File: src/rtl/fetch_sequencer.sv
// Instruction-fetch and run-control sequencer: IDLE/RUN/DONE control, writable branch-target
// table (absolute or PC-relative targets), stall handling and saturating run counters.
module fetch_sequencer #(
    parameter int unsigned PW = 12,
    parameter int unsigned LW = 6,
    parameter int unsigned CW = 16
) (
    input  logic          Clk,
    input  logic          Reset,
    input  logic          Start,
    input  logic [PW-1:0] BootAddr,
    input  logic          Stall,
    input  logic          Halt,
    input  logic          BranchEn,
    input  logic          BranchRel,
    input  logic [LW-1:0] TargSel,
    input  logic          LutWe,
    input  logic [LW-1:0] LutWaddr,
    input  logic [PW-1:0] LutWdata,
    output logic [PW-1:0] PrgCtr,
    output logic          Running,
    output logic          Done,
    output logic [CW-1:0] CycleCt,
    output logic [CW-1:0] InstCt
);

    localparam int unsigned Depth = 2 ** LW;
    localparam logic [PW-1:0] PcOne = {{(PW-1){1'b0}}, 1'b1};
    localparam logic [CW-1:0] CntOne = {{(CW-1){1'b0}}, 1'b1};
    localparam logic [CW-1:0] CntMax = {CW{1'b1}};

    typedef enum logic [1:0] {
        StIdle,
        StRun,
        StDone
    } state_e;

    state_e        state;
    logic [PW-1:0] lut [Depth];
    logic [PW-1:0] targ;
    logic [PW-1:0] pc_next;
    logic [CW-1:0] cycle_sat;
    logic [CW-1:0] inst_sat;

    // Combinational table read: a same-cycle write is only seen on the following cycle.
    assign targ = lut[TargSel];

    always_comb begin
        pc_next = PrgCtr + PcOne;
        if (BranchEn) begin
            // Relative entries are two's complement; the PW-bit add wraps naturally.
            pc_next = BranchRel ? (PrgCtr + targ) : targ;
        end
    end

    always_comb begin
        cycle_sat = (CycleCt == CntMax) ? CycleCt : CycleCt + CntOne;
        inst_sat  = (InstCt == CntMax) ? InstCt : InstCt + CntOne;
    end

    always_ff @(posedge Clk) begin
        if (Reset) begin
            state   <= StIdle;
            PrgCtr  <= '0;
            Running <= 1'b0;
            Done    <= 1'b0;
            CycleCt <= '0;
            InstCt  <= '0;
        end else begin
            unique case (state)
                StIdle, StDone: begin
                    if (Start) begin
                        state   <= StRun;
                        Running <= 1'b1;
                        Done    <= 1'b0;
                        PrgCtr  <= BootAddr;
                        CycleCt <= '0;
                        InstCt  <= '0;
                    end
                end
                StRun: begin
                    CycleCt <= cycle_sat;
                    if (!Stall) begin
                        InstCt <= inst_sat;
                        if (Halt) begin
                            state   <= StDone;
                            Running <= 1'b0;
                            Done    <= 1'b1;
                        end else begin
                            PrgCtr <= pc_next;
                        end
                    end
                end
                default: begin
                    state   <= StIdle;
                    Running <= 1'b0;
                    Done    <= 1'b0;
                end
            endcase
        end
    end

    always_ff @(posedge Clk) begin
        if (Reset) begin
            for (int i = 0; i < Depth; i++) begin
                lut[i] <= '0;
            end
        end else if (LutWe) begin
            lut[LutWaddr] <= LutWdata;
        end
    end

endmodule

File: config.mk
export PLATFORM = sky130hd
export DESIGN_NAME = fetch_sequencer
export DESIGN_NICKNAME = d
export VERILOG_FILES = /design/src/rtl/fetch_sequencer.sv
export SDC_FILE = /design/constraint.sdc
export NUM_CORES = 1
export LEC_CHECK = 0
export CORE_AREA = 2 2 396 398
export CTS_CLUSTER_DIAMETER = 40
export DETAILED_ROUTE_END_ITERATION = 7
export DIE_AREA = 0 0 398 400
export DONT_BUFFER_PORTS = 1
export PLACE_DENSITY_LB_ADDON = 0.25
export SLEW_MARGIN = 30
export SYNTH_ARGS = -nofsm -noshare
export SYNTH_HDL_FRONTEND = slang
export SYNTH_SLANG_ARGS = --single-unit
export TNS_END_PERCENT = 30
File: constraint.sdc
create_clock -name Clk -period 4.4 [get_ports Clk]
set_input_delay 0.88 -clock Clk [delete_from_list [all_inputs] [get_ports Clk]]
set_output_delay 0.88 -clock Clk [all_outputs]
set_load 0.01 [all_outputs]
==> summary.md <==
| Metric | Value |
|---|---|
| Antenna violations before repair | `9` |
| Met2 usage | `22.9%` |
| Minimum clock period | `4.10 ns` |
| Critical R2R Launch | `lut[3][3]$_SDFFCE_PN0P_` |
| Dpl hpwl | `between 60 and 70 mm` |
| Global-route usage over all layers | `approximately 15%` |
| Required time worst endpoint | `between 5 and 6 ns` |
| FF+latch count, synth | `815` |
| Number of synthesized flops with an enable pin | `around 770` |
| Commonest non-fill, non-tap cell in the layout | `and2_1` |
| First-pass GRT wire length | `167 mm` |
| Ys Warns | `0` |
| Max-cap violations | `0` |
| Most frequent cells in the layout | `and2_1 (770), edfxtp_1 (768), mux4_2 (228)` |
| Post CTS Setup Buffer Count | `0` |
| Reg2Reg Depth | `14` |
| Clock Sinks | `815` |
| Post-CTS resize count | `0` |
| Starting density of the core | `24.8%` |
| Hold depth | `1` |
| Post-Route WL | `117 mm` |
| Final slew viol count | `0` |
| Height of the die | `roughly 400 microns` |
| Ys async rst share | `0%` |
| Via count | `21862` |
| Core area | `around 160000 sq um` |
| DR iter-0 viols | `1855` |
| Final period util | `93.3%` |
| Worst Hold Class | `primary input to flip-flop` |
| Endpoint type of the worst setup path | `flip-flop` |
| RSZ-0062 raised after global routing | `false` |
| Port bufs | `0` |
| Vias in the first global route | `about 22000` |
| Share of cells above drive strength 1 | `22.8%` |
| Area growth, synth to finish | `18.2%` |
| Met1 GRT Util | `19.5%` |
| Worst Setup EP | `PrgCtr[11]$_SDFFE_PP0P_` |
| Die Area | `159000 sq um` |
| Leakage | `15.5 nW` |
| Met3 Use GR | `3.88%` |
| Crit path launch | `TargSel[1]` |
| Post-synthesis cell area | `38500 sq um` |
| GP Congestion | `0.789` |
| CTS buffer count | `139` |
| Register area share after synthesis | `62.3%` |
| Reg2reg end | `PrgCtr[11]$_SDFFE_PP0P_` |
| Drt pass-1 iters | `5` |
| Root Buffer | `clkbuf_16` |
| Vias/cell | `4.53` |
| Syn avg cell area | `14.5 sq um` |
| Max Clk Rate | `around 240 MHz` |
| ANT nets after route | `0` |
| DR DRC count | `0` |
| FF-to-FF setup slack | `approximately 0.35 ns` |
| Largest net degree at the start of global routing | `a little under 200` |
| Tot Pwr | `0.0212 W` |
| IO Count | `90` |
| Clk buf depth | `3` |
| Drt wl/cell | `about 24 microns` |
| VDD IR max | `0.000277 V` |
| CTS HTree Levels | `4` |
| Hold violation count in the final report | `0` |
| Placed cell count | `4559` |
| Clock Skews | `0.0224 ns` |
| Slew margin rel. | `33.6%` |
| Global route total overflow | `0` |
| Least-Margin Pin Slew | `0.992 ns` |
| Nets | `2701` |
| FP Rows | `~150` |
| Syn Inst Count | `about 2600` |
| CP Class | `primary input to flip-flop` |
| Skew-Pair Late Insertion Delay | `roughly 0.74 ns` |
| Yosys cell types | `61` |
| CTS tree | `done` |
| Crit path DAT | `4.71 ns` |
| Total negative slack | `0 ns` |
| Hold_buf cts | `0` |
| Min-delay src | `Reset` |
| Startpoint types | `primary input` |
| Fin util | `around 30%` |
| Setup Viol. Count Final | `0` |
| Outcome | `complete, no violations` |
| Layer with the highest usage | `met2` |
| Dominant synthesized flop cell | `edfxtp_1` |
| Layout Cells excl Fill | `4831` |
| Max FO, Critical Path | `slightly below 200` |
| Worst-path clk slew | `0.05 ns` |
| Die X | `398 microns` |
| Syn nets | `2708` |
| Power per cell area | `465 nW/um^2` |
per-layer routing:
metal / routed length [microns] / vias up
li1: - / 9739
met1: 51300 / 11280
met2: 54000 / 670
met3: 8750 / 167
met4: 3040 / 6
met5: 39 / -
where the power goes:
part	switching, W	leakage [nW]	total [W]	internal [W]
registers	0.000160	7.68	0.00903	0.00887
clock network	0.00400	2.28	0.0109	0.00687
logic	0.000685	5.58	0.00129	0.000605
total	0.00484	15.5	0.0212	0.0163
state kept, by name, indices dropped and copies added (netlist names):
register	flops
state	1
CycleCt	16
InstCt	16
lut	768
Done	1
PrgCtr	12
Running	1
synth_stat cells (6+ instances only):
cell,instances,area [sq um]
mux4_2,228,5130
inv_1,13,48.8
xnor2_1,15,131
a22oi_1,8,60.1
and2_1,770,4820
nor2b_1,11,68.8
buf_4,7,52.6
mux2_2,11,124
nand3b_1,8,60.1
or2_2,64,400
o31ai_1,7,52.6
and3_1,7,43.8
dfxtp_1,47,941
nand2_1,43,161
mux2i_1,20,200
nor3_1,11,55.1
a21oi_1,31,155
buf_1,25,93.8
a31oi_1,6,37.5
nor2_1,133,499
o21ai_1,7,35.0
nand4_1,20,125
clkbuf_1,189,709
edfxtp_1,768,23100
or3_1,8,50.1
buf_2,15,75.1
a211oi_1,9,67.6
a21o_1,6,45.0
nand2b_1,10,62.6
o21ai_0,36,180
xor2_1,22,193
buf_6,6,67.6
nand3_1,20,100
ha_1,14,175
critical path, stage by stage:
cell,delay (ns)
mux4_2,0.60
mux4_2,0.50
a211oi_1,0.39
a21oi_1,0.22
ha_1,0.37
o21ai_0,0.11
o21ai_0,0.30
nand3_1,0.17
a21oi_1,0.21
mux2i_1,0.23
xor2_1,0.18
o22ai_1,0.09
area by class of cell:
cell class | count | area, sq um
Timing Repair Buffer | 94 | 718
Clock inverter | 100 | 1060
Clock buffer | 156 | 3590
Antenna cell | 16 | 40.0
Multi-Input combinational cell | 1578 | 13500
Sequential cell | 815 | 24000
Inverter | 14 | 52.6
Fill cell | 15332 | 110000
Tap cell | 2058 | 2570
worst min path at each step:
| stage | slack [ns] | end |
|---|---|---|
| final | 0.23 | Done$_SDFFE_PP0P_ |
| after global routing | 0.20 | state[0]$_SDFFE_PP0P_ |
| after CTS | 0.18 | Done$_SDFFE_PP0P_ |
| after detailed placement | 0.56 | Running$_SDFFE_PP0P_ |
| after global placement | 0.54 | InstCt[13]$_SDFFE_PP0P_ |
| after floorplan | 0.51 | InstCt[13]$_SDFFE_PP0P_ |
stage by stage:
stage | setup WS (ns) | hold slack, ns | cell area (sq um)
after floorplan | 0.00733 | 0.515 | 38600
after global placement | -0.179 | 0.539 | 40800
after detailed placement | -0.214 | 0.562 | 40800
after CTS | 0.467 | 0.183 | 45500
after global routing | 0.147 | 0.197 | 45500
final | 0.296 | 0.226 | 45500
logic make-up (layout without fill, tap and decap cells):
| family | Yosys count | after routing | share of synthesized area, % |
|---|---|---|---|
| other cells | 0 | 16 | 0 |
| xor+xnor | 37 | 37 | 0.841 |
| simple gates | 1121 | 1121 | 17.1 |
| flops | 815 | 815 | 62.3 |
| mux | 259 | 259 | 14.2 |
| buf+inv | 256 | 364 | 2.73 |
| fa+ha+maj | 15 | 15 | 0.506 |
| compound gates | 146 | 146 | 2.43 |
Power figures use the tool's default switching activity.
